**src/rtl/lsu_mem_responder_pkg.sv**
```systemverilog
// lsu_mem_responder_pkg: size masks, load-extension codes, LSU state encoding and alignment check
package lsu_mem_responder_pkg;
   localparam logic [3:0] HALF_WORD = 4'h3;
   localparam logic [3:0] WORD = 4'hF;
   localparam logic [1:0] SEXT_B = 2'b01;
   localparam logic [1:0] SEXT_H = 2'b10;
   typedef enum logic [1:0] {IDLE, REQ, RESP, DONE} lsu_state_t;
   function automatic logic misaligned(input logic [3:0] pmem, input logic [1:0] off);
      return (pmem == HALF_WORD && off[0]) || (pmem == WORD && off != 2'b00);
   endfunction
endpackage

```
**src/rtl/lsu_mem_responder_if.sv**
```systemverilog
// lsu_mem_responder_if: valid/ready data bus between the LSU (master) and data memory (slave)
interface lsu_mem_responder_if #(parameter int XLEN = 32, parameter int ADDR_W = 32);
   logic req_valid, req_ready, req_we, rsp_valid;
   logic [ADDR_W-1:0] req_addr;
   logic [XLEN-1:0] req_wdata, rsp_rdata;
   logic [XLEN/8-1:0] req_wmask;
   modport master(output req_valid, req_we, req_addr, req_wdata, req_wmask,
                  input req_ready, rsp_valid, rsp_rdata);
   modport slave(input req_valid, req_we, req_addr, req_wdata, req_wmask,
                 output req_ready, rsp_valid, rsp_rdata);
endinterface

```
**src/rtl/lsu_mem_responder_lane_align.sv**
```systemverilog
// lsu_mem_responder_lane_align: store data/mask lane shift and load extract with sign/zero extension
module lsu_mem_responder_lane_align
   import lsu_mem_responder_pkg::*;
#(
   parameter int XLEN = 32,
   localparam int NL = XLEN / 8,
   localparam int OW = $clog2(NL)
) (
   input  logic [OW-1:0]   st_off,
   input  logic [NL-1:0]   st_mask,
   input  logic [XLEN-1:0] st_data,
   output logic [XLEN-1:0] st_wdata,
   output logic [NL-1:0]   st_wmask,
   input  logic [OW-1:0]   ld_off,
   input  logic [NL-1:0]   ld_mask,
   input  logic [1:0]      ld_sext,
   input  logic [XLEN-1:0] ld_rdata,
   output logic [XLEN-1:0] ld_data
);
   logic [XLEN-1:0] byte_mask, shifted;
   always_comb begin
      byte_mask = '0;
      for (int i = 0; i < NL; i++) byte_mask[8*i +: 8] = {8{ld_mask[i]}};
   end
   assign st_wdata = st_data << {st_off, 3'b000};
   assign st_wmask = st_mask << st_off;
   assign shifted = (ld_rdata >> {ld_off, 3'b000}) & byte_mask;
   assign ld_data = ld_sext == SEXT_B ? {{(XLEN-8){shifted[7]}}, shifted[7:0]} :
                    ld_sext == SEXT_H ? {{(XLEN-16){shifted[15]}}, shifted[15:0]} : shifted;
endmodule

```
**src/rtl/lsu_mem_responder.sv**
```systemverilog
// lsu_mem_responder: runs one valid/ready data-bus transaction per load/store, stalling the core
// until it completes; flags misaligned, load&store and timed-out accesses.
module lsu_mem_responder
   import lsu_mem_responder_pkg::*;
#(
   parameter int XLEN = 32,
   parameter int ADDR_W = 32,
   parameter int TIMEOUT_CYC = 1023
) (
   input  logic               clk,
   input  logic               rst_n,
   input  logic               load,
   input  logic               store,
   input  logic [7:0]         op_PMEM,
   input  logic [1:0]         op_load_sext,
   input  logic [ADDR_W-1:0]  addr,
   input  logic [XLEN-1:0]    wdata,
   output logic               lsu_busy,
   output logic [XLEN-1:0]    lsu_rdata,
   output logic               lsu_err,
   lsu_mem_responder_if.master bus
);
   localparam int NL = XLEN / 8;
   localparam int OW = $clog2(NL);
   localparam int CW = $clog2(TIMEOUT_CYC + 1);
   lsu_state_t state, state_nx;
   logic [CW-1:0] cnt;
   logic [OW-1:0] off_q;
   logic [NL-1:0] mask_q, wmask_nx;
   logic [1:0] sext_q;
   logic [XLEN-1:0] wdata_nx, ldata;
   logic legal, launch, tmo, timed_out, unused_pmem;
   assign unused_pmem = ^op_PMEM[7:NL];
   assign legal = !(load && store) && !misaligned(op_PMEM[3:0], addr[1:0]);
   assign launch = state == IDLE && (load || store) && legal;
   assign tmo = cnt == CW'(TIMEOUT_CYC - 1);
   assign timed_out = tmo && ((state == REQ && !bus.req_ready) || (state == RESP && !bus.rsp_valid));

   lsu_mem_responder_lane_align #(.XLEN(XLEN)) u_align (
      .st_off(addr[OW-1:0]), .st_mask(op_PMEM[NL-1:0]), .st_data(wdata),
      .st_wdata(wdata_nx), .st_wmask(wmask_nx),
      .ld_off(off_q), .ld_mask(mask_q), .ld_sext(sext_q),
      .ld_rdata(bus.rsp_rdata), .ld_data(ldata)
   );

   always_ff @(posedge clk or negedge rst_n)
      if (!rst_n) state <= IDLE;
      else state <= state_nx;

   always_comb begin
      state_nx = state;
      case (state)
         IDLE:    state_nx = launch ? REQ : IDLE;
         REQ:     state_nx = bus.req_ready ? RESP : tmo ? DONE : REQ;
         RESP:    state_nx = (bus.rsp_valid || tmo) ? DONE : RESP;
         default: state_nx = IDLE;
      endcase
   end

   always_comb begin
      bus.req_valid = state == REQ;
      lsu_busy = launch || state == REQ || state == RESP;
   end

   // Counter restarts on every state change so REQ and RESP each get a full timeout window.
   always_ff @(posedge clk or negedge rst_n)
      if (!rst_n) begin
         cnt <= '0;
         lsu_err <= 1'b0;
         lsu_rdata <= '0;
         bus.req_we <= 1'b0;
         bus.req_addr <= '0;
         bus.req_wdata <= '0;
         bus.req_wmask <= '0;
         off_q <= '0;
         mask_q <= '0;
         sext_q <= '0;
      end else begin
         cnt <= (state_nx == state && (state == REQ || state == RESP)) ? cnt + 1'b1 : '0;
         lsu_err <= (state == IDLE && (load || store) && !legal) || timed_out;
         if (launch) begin
            bus.req_we <= store;
            bus.req_addr <= {addr[ADDR_W-1:OW], {OW{1'b0}}};
            bus.req_wdata <= wdata_nx;
            bus.req_wmask <= wmask_nx;
            off_q <= addr[OW-1:0];
            mask_q <= op_PMEM[NL-1:0];
            sext_q <= op_load_sext;
         end
         if (state == RESP && bus.rsp_valid && !bus.req_we) lsu_rdata <= ldata;
      end
endmodule

```
**src/flat_wrapper.sv**
```systemverilog
// flat-port wrapper written by rule: the top's interface ports become plain ports
module lsu_mem_responder_flat import lsu_mem_responder_pkg::*;
#(
   parameter int XLEN = 32,
   parameter int ADDR_W = 32,
   parameter int TIMEOUT_CYC = 1023
)
  (clk, rst_n, load, store, op_PMEM, op_load_sext, addr, wdata, lsu_busy, lsu_rdata, lsu_err, bus_req_valid, bus_req_we, bus_req_addr, bus_req_wdata, bus_req_wmask, bus_req_ready, bus_rsp_valid, bus_rsp_rdata);
  lsu_mem_responder_if #(.XLEN(XLEN), .ADDR_W(ADDR_W)) bus_i ();
  input  logic clk;
  input  logic rst_n;
  input  logic load;
  input  logic store;
  input  logic [7:0] op_PMEM;
  input  logic [1:0] op_load_sext;
  input  logic [ADDR_W-1:0] addr;
  input  logic [XLEN-1:0] wdata;
  output logic lsu_busy;
  output logic [XLEN-1:0] lsu_rdata;
  output logic lsu_err;
  output wire logic [$bits(bus_i.req_valid)-1:0] bus_req_valid;
  output wire logic [$bits(bus_i.req_we)-1:0] bus_req_we;
  output wire logic [$bits(bus_i.req_addr)-1:0] bus_req_addr;
  output wire logic [$bits(bus_i.req_wdata)-1:0] bus_req_wdata;
  output wire logic [$bits(bus_i.req_wmask)-1:0] bus_req_wmask;
  input wire logic [$bits(bus_i.req_ready)-1:0] bus_req_ready;
  input wire logic [$bits(bus_i.rsp_valid)-1:0] bus_rsp_valid;
  input wire logic [$bits(bus_i.rsp_rdata)-1:0] bus_rsp_rdata;
  assign bus_req_valid = bus_i.req_valid;
  assign bus_req_we = bus_i.req_we;
  assign bus_req_addr = bus_i.req_addr;
  assign bus_req_wdata = bus_i.req_wdata;
  assign bus_req_wmask = bus_i.req_wmask;
  assign bus_i.req_ready = bus_req_ready;
  assign bus_i.rsp_valid = bus_rsp_valid;
  assign bus_i.rsp_rdata = bus_rsp_rdata;
  lsu_mem_responder #(.XLEN(XLEN), .ADDR_W(ADDR_W), .TIMEOUT_CYC(TIMEOUT_CYC)) u_core (.clk(clk), .rst_n(rst_n), .load(load), .store(store), .op_PMEM(op_PMEM), .op_load_sext(op_load_sext), .addr(addr), .wdata(wdata), .lsu_busy(lsu_busy), .lsu_rdata(lsu_rdata), .lsu_err(lsu_err), .bus(bus_i));
endmodule
```
**config.mk**
```make
export PLATFORM = sky130hd
export DESIGN_NAME = lsu_mem_responder_flat
export DESIGN_NICKNAME = d
export VERILOG_FILES = /design/src/rtl/lsu_mem_responder_pkg.sv /design/src/rtl/lsu_mem_responder_if.sv /design/src/rtl/lsu_mem_responder_lane_align.sv /design/src/rtl/lsu_mem_responder.sv /design/src/flat_wrapper.sv
export SDC_FILE = /design/constraint.sdc
export NUM_CORES = 1
export LEC_CHECK = 0
export BUFFER_PORTS_ARGS = -buffer_cell sky130_fd_sc_hd__buf_2
export CAP_MARGIN = 15
export CORE_MARGIN = 8
export CORE_UTILIZATION = 50
export DETAILED_ROUTE_END_ITERATION = 12
export HOLD_SLACK_MARGIN = 0.06
export PLACE_DENSITY = 0.8
export REMOVE_ABC_BUFFERS = 1
export SLEW_MARGIN = 10
export SYNTH_ARGS = -nofsm -noshare
export SYNTH_HDL_FRONTEND = slang
export SYNTH_SLANG_ARGS = --single-unit
```
**constraint.sdc**
```tcl
create_clock -name clk -period 2.54 [get_ports clk]
set_clock_uncertainty 0.15 [all_clocks]
set_input_delay 0.254 -clock clk [delete_from_list [all_inputs] [get_ports clk]]
set_output_delay 0.254 -clock clk [all_outputs]
set_load 0.03 [all_outputs]
```
==> results.md, run 1 <==
- CP Capture Type: output pin
- DRC viols: 0
- CTS buffer count: 17
- Final instance area: 8220 um2
- Hold Violations, Final: 0
- Worst-margin pin slew: approximately 1100 ps
- Area contributors post-synth: dfrtp_1 50%, nand2_1 14%, mux2i_1 5.5%, a21oi_1 2.9%, o21ai_0 2.6%
- Ys async rst share: 100%
- Max H-tree Level: 4
- IR Drop Worst-Case VDD: roughly 770 uV
- PD cells: about 1300 nW/um2
- Fin crit share: a little over nine tenths
- Routed length per instance: between 15 and 20 um
- Largest area contributor in the netlist: dfrtp_1
- Clock latency on the worst-skew pair: between 400 and 500 ps
- Die H: roughly 130 um
- Worst-path maximum fanout: 4
- Cell area after placement: roughly 7100 um2
- Global route overflow: 0
- Core Rows: 40
- Top-area cell type share of the netlist area: about half
- Warnings, synthesis: 0
- Total wire length: ~18,000 um
- Fin crit period: 2410 ps
- #FFs+latches synth: between 100 and 150
- IO Pins: ~220
- Drt first-iter violations: between 300 and 400
- EDFF count, synth: 0
- # fillers: about 870
- Final #Nets: between 1,000 and 1,500
- DP Wirelength: roughly 12,000 um
- Die Wd: ~130 um
- Final setup fails: 0
- Synth Flop Type: dfrtp_1
- Area grow syn2layout: 37.8%
- Leakage: 0.00417 uW
- Post-Synthesis Cells: around 650
- Vias in the first global route: 5,831
- Via count: between 5,000 and 6,000
- Initial Utilization: 50.5%
- Pin count of the biggest net entering global routing: roughly 100
- Final ANT Viol Nets: 0
- Die footprint: ~16,000 um2
- Slew Limit Fails: 0
- Port buffer count: approximately 210
- GRT Total Usage: 23.6%
- Total negative slack: 0 ps
- Library cells used by synthesis: 52
- Critical Path AT: between 2000 and 2500 ps
- RSZ-0062 raised after global routing: false
- Vias per inst: 5.29
- Clk pin slew, worst setup/hold paths: approximately 50 ps
- CTS Buffer Depth: 2
- Global placer's final weighted congestion: 0.865
- Worst Setup Path Type: input port to output pin
- CP required: 2140 ps
- Outcome: finished, final reports clean
- Syn avg cell area: slightly above 9 um2
- Clk sinks: 120
- Placed Cells: roughly 1,000
- First-pass iteration count of the detailed router: 5
- HP Class: input port to flop
- Highest clock rate: 414 MHz
- Worst rel slew slack: between 20% and 30%
- Finished Layout Cells: ~1,100
- CTS Root Cell: clkbuf_16
- Max Cap Viol: 0
- Sequential-to-total area share from yosys stat: approximately 50%
- Share of cells above drive strength 1: ~30%
- CTS tree: yes
- CORE AREA: 11,800 um2
- Setup Fix Bufs, Post-CTS: 0
- First-pass GRT wire length: 29,700 um
- Critical Path Source Type: input port
- Synth Cell Area: ~6000 um2
- Initial antenna violation count: 1
## final timing paths
path,from,cells after the start,end,slack (ps)
worst max register to register,u_core.state[0]$_DFF_PN0_,5,u_core.bus.req_wdata[1]$_DFFE_PN0P_,200
min in group asynchronous,rst_n,2,u_core.bus.req_wdata[12]$_DFFE_PN0P_,190
worst max-delay path,op_PMEM[2],8,lsu_busy,130
max in group asynchronous,rst_n,3,u_core.bus.req_wmask[3]$_DFFE_PN0P_,1250
worst min register to register,u_core.bus.req_wdata[17]$_DFFE_PN0P_,2,u_core.bus.req_wdata[17]$_DFFE_PN0P_,320
worst min-delay path,load,3,u_core.lsu_err$_DFF_PN0_,110
## per-stage QoR
stage	worst slack (ps)	total power, uW	hold WS [ps]	utilization [%]
detailed placement	198	8000	97.0	59.9
CTS	140	10400	80.8	69.5
finish	127	10400	105	69.6
global route	0.863	11000	113	69.6
global placement	255	7900	91.5	59.9
floorplan	-544	6440	-192	-
## cell type report
type,instances,area (um2),area share [%]
sequential,120,3000,36.5
antenna,1,2.50,0.0305
multi-input combinational,486,2720,33.2
clock inverter,11,124,1.51
inverter,5,18.8,0.228
tap,147,184,2.24
clock buffer,20,457,5.56
timing repair buffer,276,1700,20.7
## placed cells by master, fill, tap and decap left out, types with 9 or more instances in the layout
master,synthesis,layout
buf_2,13,208
nor3_1,12,12
o21ai_0,31,31
dfrtp_1,120,120
dlygate4sd3_1,0,56
o31ai_1,9,9
clkbuf_16,0,17
o22a_1,9,9
mux2i_1,33,33
buf_4,7,11
a211oi_1,14,14
nor2_1,35,34
a21oi_1,34,34
nor2b_1,12,12
nand2_1,219,219
## critical path, cell delays in order
cell,delay (ps)
dlygate4sd3_1,550
buf_2,160
xor2_1,150
o22ai_2,190
buf_4,190
nor2_4,40
or3_1,300
buf_2,180
## layer usage
metal  track usage, %  wire length, um  vias up
met3             7.82             1420       48
met1             26.3             7330     2651
met2             38.9             8960      240
met5                0                0        -
li1                 -                -     2705
met4             14.1              682        0
## logic make-up (layout without fill, tap and decap cells)
| family | Yosys count | after routing | synth area share [%] |
|---|---|---|---|
| adder cells (fa/ha/maj) | 7 | 7 | 1.43 |
| multiplexers | 42 | 42 | 7.43 |
| AND/OR/NAND/NOR | 302 | 302 | 21.3 |
| flip-flops | 120 | 120 | 50.4 |
| AO/OA/AOI/OAI | 123 | 123 | 13.7 |
| buffers and inverters | 49 | 312 | 4.18 |
| other | 1 | 3 | 0.0629 |
| XOR/XNOR | 10 | 10 | 1.47 |
## cells in the mapped netlist (7+ instances only)
library cell and instances:
a21oi_1 34, nand2_1 219, buf_4 7, mux2_2 8
o31ai_1 9, clkbuf_1 18, a211oi_1 14, nor3_1 12
mux2i_1 33, dfrtp_1 120, o21ai_0 31, o22a_1 9
nor2_1 35, buf_2 13, a22o_1 8, nor2b_1 12
## report_power, final
| group | internal, uW | switching [uW] |
|---|---|---|
| Clock | 1490 | 838 |
| Combinational | 1500 | 3370 |
| Sequential | 2730 | 507 |
| Total | 5720 | 4720 |
## what timing repair did
| action | 4_1_cts | 5_1_grt |
|---|---|---|
| hold endpoints to repair | 96 | 0 |
| gates resized for setup | 0 | 0 |
| hold buffers | 56 | 0 |
## registers in the layout, summed over array words and instances (netlist names)
name	count
u_core.bus.req_addr	30
u_core.bus.req_wdata	32
u_core.mask_q	4
u_core.sext_q	2
u_core.bus.req_we	1
u_core.lsu_rdata	32
u_core.off_q	2
u_core.bus.req_wmask	4
u_core.state	2
u_core.lsu_err	1
u_core.cnt	10
No activity file was read; power rests on OpenSTA's default activity.
==> run 2, diff against run 1 <==
SETUP_SLACK_MARGIN = 0.5   (was default)
==> run 2 against run 1 <==
Routed wire length up 4.9%. Die area unchanged. Sequential power about the same. Clock power is essentially flat. Fmax rose by 17%. Critical path depth is 2 lower. Combinational power rose by 6.1%. Register-to-register slack improved by 290 ps. Worst setup slack improved by 360 ps. Sequential cell count stayed put.
==> results.md, run 2 (synthesis gave the netlist of run 1 again) <==
- Outcome: finished, final reports clean
- Most common library cell in the layout ignoring fill and taps: nand2_1
- Clock network fraction of total power: 21.7% (-0.6 points)
- Gr busiest metal: met2
- Port buffer count: 209 (unchanged)
- GRT Total Usage: 24.3% (+0.72 points)
- Final instance area: 8400 um2 (+2.2%)
- Max H-tree Level: 4 (unchanged)
- Cell area after placement: 7070 um2 (unchanged)
- HP Class: input port to flop
- Global route overflow: 0 (unchanged)
- Drt first-iter violations: 442 (+24%)
- Reg2reg setup slack: 490 ps (+290 ps)
- Die H: 125 um (unchanged)
- Critical Path Source Type: flop
- GRT met2 Usage: 39.6% (+0.70 points)
- Initial Utilization: 50.5% (unchanged)
- Vias per inst: 5.38 (+1.5%)
- Worst-path maximum fanout: 4 (unchanged)
- CTS Buffer Depth: 2 (unchanged)
- Final setup fails: 0 (unchanged)
- Final ANT Viol Nets: 0 (unchanged)
- RSZ-0062 raised after global routing: true
- IR Drop Worst-Case VDD: 768 uV (+0.27%)
- Fin crit share: 81.0% (-14 points)
- Multi-input gate area: 2840 um2 (+4.1%)
- Via count: 5,790 (+2.6%)
- CORE AREA: 11,800 um2 (unchanged)
- Commonest cells after routing, fill and taps aside: 218 x nand2_1, 207 x buf_2, 119 x dfrtp_1
- DRC viols: 0 (unchanged)
- Final #Nets: 1,035 (+1.1%)
- Finished Layout Cells: 1,077 (+1.0%)
- CP Capture Type: output pin
- Final core occ: 71.1% (+1.6 points)
- Met3 GRT Util: 8.12% (+0.30 points)
- Highest clock rate: 486 MHz (+17%)
- Worst Setup Path Type: flop to output pin
- First-pass iteration count of the detailed router: 5 (unchanged)
- Leakage: 0.00424 uW (+1.5%)
- # fillers: 853 (-1.8%)
- CTS buffer count: 17 (unchanged)
- Fin crit period: 2060 ps (-355 ps)
- IO Pins: 216 (unchanged)
- Share of cells above drive strength 1: 32.1% (+2.1 points)
- Core Rows: 40 (unchanged)
- Comb pwr share: 48.2% (+1.5 points)
- Initial antenna violation count: 1 (unchanged)
- Top Registers: u_core.bus.req_wdata: 32 flops, u_core.lsu_rdata: 32 flops, u_core.bus.req_addr: 30 flops
- WHS: 96.1 ps (-9.33 ps)
- Worst-margin pin slew: 753 ps (-331 ps)
- Routed length per instance: 17.9 um (+3.9%)
- First-pass GRT wire length: 30,600 um (+2.9%)
- Die Wd: 125 um (unchanged)
- CP required: 2140 ps (about the same)
- Vias in the first global route: 5,941 (+1.9%)
- P_int: 5890 uW (+2.9%)
- Slew Limit Fails: 0 (unchanged)
- Sequential Power Share: 30.1% (-0.9 points)
- Clock latency on the worst-skew pair: 410 ps (about the same)
- Placed Cells: 978 (unchanged)
- Die footprint: 15,700 um2 (unchanged)
- Hold Violations, Final: 0 (unchanged)
- Switch share: 45.2% (about the same)
- CTS tree: yes
- CTS Root Cell: clkbuf_16
- Total wire length: 19,300 um (+4.9%)
- Pin count of the biggest net entering global routing: 57 (-45%)
- Global placer's final weighted congestion: 0.865 (unchanged)
- Area grow syn2layout: 40.9%
- Total Power: 10,700 uW (+3.0%)
- Worst rel slew slack: 49.7% (+22 points)
- Clk pin slew, worst setup/hold paths: 50 ps (about the same)
- Max Cap Viol: 0 (unchanged)
- Clk sinks: 120 (unchanged)
- DP Wirelength: 12,200 um (unchanged)
- Storage element area: 3000 um2 (about the same)
- Met1 Usage GRT: 27.0% (+0.80 points)
- Switching Power: 4860 uW (+3.0%)
- Critical Path AT: 1650 ps (-360 ps)
- PD cells: 1280 nW/um2 (+0.70%)
==> run 2: cell types whose count changed in the layout (fill, tap and decap cells not counted), moves of 2 or more <==
cell	before	now
buf_6	0	2
ha_1	6	3
o21ai_2	2	0
o21ai_4	0	2
buf_4	11	18
ha_2	0	2
nor3_2	0	3
nor3_1	12	9
==> run 2: worst max-delay path, stage by stage, from the launching register on <==
cell and delay, ps:
dfrtp_1 400, inv_2 90, ha_4 180, nand2_4 70
nor2_4 40, or3_4 330, buf_6 150
==> run 2: final cells by class <==
type,instances,area share [%]
Inverter,5,0.223
Multi-Input combinational cell,489,33.8
Sequential cell,120,35.8
Tap cell,147,2.19
Antenna cell,1,0.0298
Clock inverter,11,1.47
Timing Repair Buffer,284,21.1
Clock buffer,20,5.44
==> run 2: power by group through the flow <==
| stage | Clock, uW | Sequential, uW | Combinational [uW] |
|---|---|---|---|
| global route | 2460 | 3320 | 5560 |
| detailed placement | 0 | 3220 | 4790 |
| CTS | 2370 | 3210 | 5050 |
| floorplan | 0 | 4720 | 1720 |
| finish | 2340 | 3230 | 5180 |
| global placement | 0 | 3200 | 4700 |
==> run 2: timing repair <==
item | in CTS | in global routing
setup buffers | 3 | 5
hold buffers | 56 | 0
setup endpoints to repair | 89 | 34
hold endpoints to repair | 96 | 0
gates cloned | 2 | 1
pin swaps | 0 | 4
resized for setup | 12 | 10
==> run 2: metrics by stage <==
stage / worst slack [ps] / TNS, ps
floorplan: -544 / -26960
global placement: 255 / 0
detailed placement: 198 / 0
CTS: 458 / 0
global route: 350 / 0
finish: 482 / 0
==> run 2: routing by layer <==
| metal | wire length [um] | up-vias |
|---|---|---|
| li1 | - | 2728 |
| met2 | 9200 | 275 |
| met4 | 968 | 0 |
| met5 | 0 | - |
| met3 | 1570 | 65 |
| met1 | 7560 | 2722 |
==> run 2: final timing paths <==
path | start | cells past startpoint | end
max | u_core.state[0]$_DFF_PN0_ | 6 | lsu_busy
min | op_PMEM[1] | 3 | u_core.bus.req_wmask[2]$_DFFE_PN0P_
max reg2reg | u_core.cnt[0]$_DFF_PN0_ | 7 | u_core.cnt[7]$_DFF_PN0_
min reg2reg | u_core.bus.req_addr[17]$_DFFE_PN0P_ | 2 | u_core.bus.req_addr[17]$_DFFE_PN0P_
max in group asynchronous | rst_n | 3 | u_core.bus.req_wmask[3]$_DFFE_PN0P_
min in group asynchronous | rst_n | 2 | u_core.bus.req_wdata[12]$_DFFE_PN0P_
